==> config.mk <==
export PLATFORM = sky130hd
export DESIGN_NAME = mult_pipe_vr
export DESIGN_NICKNAME = d
export VERILOG_FILES = /design/src/rtl/mult_pipe_vr.sv
export SDC_FILE = /design/constraint.sdc
export NUM_CORES = 2
export LEC_CHECK = 0
export CORE_ASPECT_RATIO = 0.5
export CORE_UTILIZATION = 25
export CTS_CLUSTER_SIZE = 30
export DETAILED_ROUTE_END_ITERATION = 16
export PLACE_DENSITY = 0.4
export REMOVE_ABC_BUFFERS = 1
export SETUP_SLACK_MARGIN = 0.05
export SKIP_CTS_REPAIR_TIMING = 1
export SLEW_MARGIN = 0
export SYNTH_ARGS = -nofsm -noshare
export SYNTH_HDL_FRONTEND = slang
export SYNTH_SLANG_ARGS = --single-unit
==> constraint.sdc <==
create_clock -name clk -period 14 [get_ports clk]
set_clock_uncertainty 0.2 [all_clocks]
set_input_delay 2.1 -clock clk [delete_from_list [all_inputs] [get_ports clk]]
set_output_delay 2.1 -clock clk [all_outputs]
set_load 0.005 [all_outputs]
==> src/rtl/mult_pipe_vr.sv <==
// mult_pipe_vr -- pipelined WIDTH x WIDTH -> 2*WIDTH multiplier with a
// valid/ready handshake on both sides and a sideband tag per operation.
//
// Build option: define MULT_PIPE_VR_SIGNED_EN to honour in_signed
// (two's-complement multiply). Without it, in_signed is ignored and every
// operation is unsigned. The port list is the same in both builds.
//
// Ports:
//   clk, rst_n           clock, asynchronous active-low reset
//   in_valid/in_ready    operand handshake; accept when both are high
//   multiplicand         operand A (WIDTH)
//   multiplier           operand B (WIDTH)
//   in_signed            1 = signed multiply (only with the build option)
//   in_tag               sideband tag returned with the product (TAG_W)
//   out_valid/out_ready  result handshake
//   product              full 2*WIDTH product, 0 while out_valid=0
//   out_tag              tag of the presented product, 0 while out_valid=0
//   busy                 any pipeline stage holds a valid operation
//
// Stages 1..LAT-1 carry the operands; the last stage registers the product.
// The whole pipeline freezes when the last stage holds a result that the
// downstream does not take.
module mult_pipe_vr #(
  parameter int WIDTH = 32,
  parameter int LAT   = 2,
  parameter int TAG_W = 4
) (
  input  logic                 clk,
  input  logic                 rst_n,
  input  logic                 in_valid,
  output logic                 in_ready,
  input  logic [WIDTH-1:0]     multiplicand,
  input  logic [WIDTH-1:0]     multiplier,
  input  logic                 in_signed,
  input  logic [TAG_W-1:0]     in_tag,
  output logic                 out_valid,
  input  logic                 out_ready,
  output logic [2*WIDTH-1:0]   product,
  output logic [TAG_W-1:0]     out_tag,
  output logic                 busy
);

  localparam int unsigned OPS = LAT - 1;  // number of operand-carrying stages

  logic [LAT-1:0]     vld_q, vld_d;
  logic [WIDTH-1:0]   a_q   [OPS];
  logic [WIDTH-1:0]   a_d   [OPS];
  logic [WIDTH-1:0]   b_q   [OPS];
  logic [WIDTH-1:0]   b_d   [OPS];
  logic               sgn_q [OPS];
  logic               sgn_d [OPS];
  logic [TAG_W-1:0]   tag_q [OPS];
  logic [TAG_W-1:0]   tag_d [OPS];
  logic [2*WIDTH-1:0] prod_q, prod_d;
  logic [TAG_W-1:0]   otag_q, otag_d;

  logic               stall;
  logic               sgn_in;
  logic [2*WIDTH-1:0] a_ext, b_ext;

`ifdef MULT_PIPE_VR_SIGNED_EN
  assign sgn_in = in_signed;
`else
  // Signed mode disabled: the port stays for a uniform interface but has no effect.
  logic unused_in_signed;
  assign unused_in_signed = in_signed;
  assign sgn_in           = 1'b0;
`endif

  // Extending both operands to 2*WIDTH (sign or zero) makes the truncated
  // 2*WIDTH product exact in either mode.
  always_comb begin
    if (sgn_q[OPS-1]) begin
      a_ext = {{WIDTH{a_q[OPS-1][WIDTH-1]}}, a_q[OPS-1]};
      b_ext = {{WIDTH{b_q[OPS-1][WIDTH-1]}}, b_q[OPS-1]};
    end else begin
      a_ext = {{WIDTH{1'b0}}, a_q[OPS-1]};
      b_ext = {{WIDTH{1'b0}}, b_q[OPS-1]};
    end
  end

  always_comb begin
    stall  = vld_q[LAT-1] && !out_ready;
    vld_d  = vld_q;
    a_d    = a_q;
    b_d    = b_q;
    sgn_d  = sgn_q;
    tag_d  = tag_q;
    prod_d = prod_q;
    otag_d = otag_q;
    if (!stall) begin
      // in_ready == !stall here, so in_valid alone means an accept.
      vld_d[0] = in_valid;
      a_d[0]   = in_valid ? multiplicand : '0;
      b_d[0]   = in_valid ? multiplier   : '0;
      sgn_d[0] = in_valid ? sgn_in       : 1'b0;
      tag_d[0] = in_valid ? in_tag       : '0;
      for (int unsigned k = 1; k < OPS; k++) begin
        vld_d[k] = vld_q[k-1];
        a_d[k]   = a_q[k-1];
        b_d[k]   = b_q[k-1];
        sgn_d[k] = sgn_q[k-1];
        tag_d[k] = tag_q[k-1];
      end
      // Bubbles load zeros so product/out_tag read 0 whenever out_valid=0.
      vld_d[LAT-1] = vld_q[LAT-2];
      prod_d       = vld_q[LAT-2] ? a_ext * b_ext : '0;
      otag_d       = vld_q[LAT-2] ? tag_q[OPS-1]  : '0;
    end
  end

  always_ff @(posedge clk or negedge rst_n) begin
    if (!rst_n) begin
      vld_q <= '0;
      for (int unsigned k = 0; k < OPS; k++) begin
        a_q[k]   <= '0;
        b_q[k]   <= '0;
        sgn_q[k] <= 1'b0;
        tag_q[k] <= '0;
      end
      prod_q <= '0;
      otag_q <= '0;
    end else begin
      vld_q  <= vld_d;
      a_q    <= a_d;
      b_q    <= b_d;
      sgn_q  <= sgn_d;
      tag_q  <= tag_d;
      prod_q <= prod_d;
      otag_q <= otag_d;
    end
  end

  assign out_valid = vld_q[LAT-1];
  assign product   = prod_q;
  assign out_tag   = otag_q;
  assign in_ready  = !stall;
  assign busy      = |vld_q;

endmodule

Yosys cells after proc, flatten, opt, wreduce, memory -nomap -nowiden
Index checks and enable logic that the tools add are counted.
Storage, ports and cells
  bits of input ports: 73
  register bits after elaboration: 138
  output and inout port bits: 71
  logic and storage cells: 16
Cells by class
  multiply operators: 1
  reduce and logical (&&, ||, !) cells: 4
  muxes and demuxes: 5
Operators with widths (count)
  $mul 32x32->64: 1
  $mux 32: 2
  $mux 64: 1
  $mux 4: 2
  $logic_not 1->1: 2
  $reduce_or 2->1: 1
  $logic_and 1x1->1: 1

Logic depth before layout (Yosys ltp)
  depth after elaboration: 3
  gate-level depth with buffers: 27
  depth with buffers taken out: 25

Least setup slack after synthesis
Ideal clock, no wire load.
  path kind: reg2reg
  start: register a_q[31] (netlist name)
  end: register prod_q[59], in the netlist product[59]
  setup slack: 6.792 ns
  clock period less this slack: 7.208 ns
  data required time: 13.669 ns
  path buffers: 2
  setup time: 0.131 ns
  stages on the path, launching flop included: 27
  data arrival time: 6.878 ns
  cell sequence: dfrtp_1 -> clkbuf_1 -> nand2_1 -> fa_1 -> inv_1 -> fa_1 -> fa_1 -> inv_1 -> fa_1 -> inv_1 -> fa_1 -> fa_1 -> fa_1 -> inv_1 -> fa_1 -> inv_1 -> ha_1 -> buf_2 -> a21oi_1 -> o21a_1 -> a21boi_0 -> o31ai_1 -> a2111oi_2 -> nor2_4 -> a311oi_2 -> xor2_1 -> o21ai_1
On the way
  longest elaborated chain between the ends: 2
RTL lines
  start: declaration: RTL line 46  | logic [WIDTH-1:0] a_q [OPS];
  start signal: indexed assignment: RTL line 116  | a_q[k] <= '0;
  start signal: assignment: RTL line 125  | a_q <= a_d;
  $mul 32x32->64: RTL line 107  | prod_d = vld_q[LAT-2] ? a_ext * b_ext : '0;
  $mux 64: RTL line 107
  end signal: assignment: RTL line 129  | prod_q <= prod_d;
  end: declaration: RTL line 54  | logic [2*WIDTH-1:0] prod_q, prod_d;
Every way passes these cells.
A chain may end at the register's enable or synchronous reset.

Worst setup path in the final report
  start: register a_q[6] (netlist name)
  end: register prod_q[50], in the netlist product[50]
The elaborated chain is that of the path after synthesis.

==> impl_metrics.tcl <==
set metrics [dict create \
    p_int_uw 3393 \
    worst-path-buf-inv 4 \
    clk_latency_ns 0.46 \
    dieArea_mm2 0.1559 \
    final_cell_mix "fa_1 (896), inv_1 (858), nand2_1 (694), and2_1 (593), ha_1 (263)" \
    power_leakage_uw 0.02086 \
    die_w_um 557.3 \
    cp_data_required_time_ns 14.12 \
    rows 101 \
    grt_overflow 0 \
    grt_pass1_vias 30820 \
    r2r_slack_ns 4.65 \
    antenna_found_initial 9 \
    cp_cell_sequence "buf_4 -> nand2_1 -> fa_1 -> inv_1 -> fa_1 -> fa_1 -> fa_1 -> fa_1 -> fa_1 -> fa_1 -> inv_1 -> fa_1 -> inv_1 -> ha_1 -> a21o_1 -> o21bai_1 -> a311oi_1 -> o221ai_1 -> o21ai_1 -> a21oi_2 -> o41ai_2 -> xor2_1 -> o21ai_1" \
    cts-root-buf "clkbuf_16" \
    seq_area_frac_synth_pct 8.959 \
    ios 144 \
    crit_path_frequent_cell "fa_1" \
    gp_congestion 0.8995 \
    grt_max_degree 142 \
    crit_fanout 21 \
    htree_levels 4 \
    switching_share_pct 57.20 \
    endpoint_kind "flip-flop" \
    critical_path_class "flip-flop to flip-flop" \
    p_clk_share_pct 6.2 \
    rsz0062_at_grt "false" \
    cp_top_family "adder cells" \
    drt-vias-per-instance 4.392 \
    wl_per_cell_um 18.96 \
    synth-async-reset-ratio_pct 100.0 \
    totalWireLength_um 118800 \
    regArea_mm2 0.003473 \
    hold_violations 0 \
    cts_tree "built" \
    port_buffers 142 \
    cts_buffers 17 \
    hold_path.class "flip-flop to flip-flop" \
    core_mm2 0.1524 \
    tightest_slew_ns 1.289 \
    cpPeakStageDelay_ns 1.20 \
    synth_flop_cell "dfrtp_1" \
    clockBufferDepth 2 \
    r2r_end "product[50]$_DFFE_PN0N_" \
    fin_nets 5422 \
    multi_input_area_mm2 0.03088 \
    startpoint "a_q[6]$_DFFE_PN0N_" \
    clk_pin_slew_ns 0.07 \
    fill_cells 16460 \
    slew_headroom_pct 14.10 \
    synth_top_cell_area_share_pct 46.53 \
    cp-endpoint "product[50]$_DFFE_PN0N_" \
    setup_viol_count_final 0 \
    syn-instance-count 4227 \
    peakVddDrop_uv 320.8 \
    synth.distinct_cells 79 \
    dpl-instance-area_mm2 0.04204 \
    cp_slowest_cell "dfrtp_1" \
    layout-drive-gt1-share_pct 3.379 \
    status "complete, no violations" \
    setup_tns_ns 0 \
    drtPass1Iterations 6 \
    rr_startpoint "a_q[6]$_DFFE_PN0N_" \
    seqPwrFrac_pct 7.8 \
    grt_usage_pct 15.90 \
    die_h_um 279.7 \
    pwr-share-comb_pct 86.0 \
    initial_core_util_pct 25.29 \
    start_kind "flip-flop" \
    fin_area_mm2 0.04266 \
    synthTopCellsByArea "fa_1 (47%), and2_1 (9.6%), dfrtp_1 (9.0%)" \
    slew_viol_final 0 \
    place_hpwl_um 94110 \
    drc 0 \
    drtIter0Drc 1387 \
    syn_avg_cell_area_um2 9.119 \
    period_share_pct 66.75 \
    min_period_ns 9.345 \
    cp.depth 23 \
    cts_sinks 138 \
    rr_worst_depth 23 \
    fmax_mhz 107.0 \
    ant_nets 0 \
    power.switching_uw 4536 \
    grt_pass1_wl_um 188400 \
    synth_area_leader_cell "fa_1" \
    synth_warnings 0 \
    power_density_mw_per_mm2 185.9 \
    num_vias 27530 \
    ys_ff_latch 138 \
    timing.max_cap.violations 0 \
    final_common_cell "fa_1" \
    synth_edf_count 0 \
    synth_area_mm2 0.03855 \
    syn2layout_area_growth_pct 10.68 \
    cp.arrival_ns 9.47 \
]
metal layers:
metal	share of wire (%)	GRT usage, %	vias to the layer above
met5	0	0	-
met2	49	27.41	417
li1	-	-	12340
met4	1.2	2.415	0
met1	47	22.15	14710
met3	3.1	1.213	65
kinds of logic after synthesis:
logic type	count (synthesis)	synth area share, %
AND/OR/NAND/NOR	1476	19.03
adder cells (fa/ha/maj)	1159	55.07
buffers and inverters	1119	10.97
AO/OA/AOI/OAI	280	4.720
flip-flops	138	8.959
XOR/XNOR	55	1.250
cell usage after synthesis, types with 9 or more instances:
cell,n
o21ai_0,68
o21bai_1,11
a21o_1,31
nand4_1,23
xor2_1,24
ha_1,263
nor2_1,26
dfrtp_1,138
inv_1,858
o21ai_1,18
and3_1,9
and2_1,593
xnor2_1,31
buf_2,14
a21oi_1,72
fa_1,896
nand2_1,695
nand3_1,88
clkbuf_1,242
layout make-up:
cell class	instances	area share, %
multi-input combinational	2970	72.38
sequential	138	8.142
inverter	860	7.567
tap	2060	6.042
timing repair buffer	203	4.426
clock buffer	23	1.097
clock inverter	9	0.3226
antenna	5	0.02933
power groups by stage:
stage | registers (uW) | clock network (uW) | logic, uW
after global placement | 628 | 0 | 6860
after CTS | 623 | 506 | 6930
final | 618 | 491 | 6820
after detailed placement | 630 | 0 | 6860
after global routing | 631 | 521 | 7650
after floorplan | 629 | 0 | 4510
worst min-delay path by stage:
stage                                  end  slack (ns)  cells after the start                    from
floorplan             tag_q[0]$_DFFE_PN0N_        0.24                      2    tag_q[0]$_DFFE_PN0N_
global placement      tag_q[0]$_DFFE_PN0N_        0.25                      2    tag_q[0]$_DFFE_PN0N_
detailed placement  out_tag[3]$_DFFE_PN0N_        0.26                      2  out_tag[3]$_DFFE_PN0N_
CTS                 out_tag[3]$_DFFE_PN0N_        0.27                      2  out_tag[3]$_DFFE_PN0N_
global route           b_q[10]$_DFFE_PN0N_        0.29                      2     b_q[10]$_DFFE_PN0N_
finish              out_tag[3]$_DFFE_PN0N_        0.27                      2  out_tag[3]$_DFFE_PN0N_
worst min-delay path, cell delays in order (launching register included):
cell and delay (ns):
dfrtp_1 0.34, nand2_1 0.05, nand2_1 0.05
registers in the layout, indices dropped and copies added, names as in the netlist:
signal,flops
product,64
a_q,32
b_q,32
out_tag,4
tag_q,4
vld_q,2
per-stage QoR:
stage | total power, uW | setup WS, ns | hold WS [ns] | util, % | cells
5_1_grt | 8799 | 4.400 | 0.2904 | 27.99 | 6266
3_3_place_gp | 7488 | 4.716 | 0.2503 | 27.59 | 6231
4_1_cts | 8059 | 4.708 | 0.2707 | 27.98 | 6263
6_report | 7929 | 4.655 | 0.2670 | 27.99 | 6268
2_1_floorplan | 5137 | 2.977 | 0.2384 | - | 3968
3_5_place_dp | 7491 | 4.730 | 0.2552 | 27.59 | 6231
(Power assumes the default switching activity.)
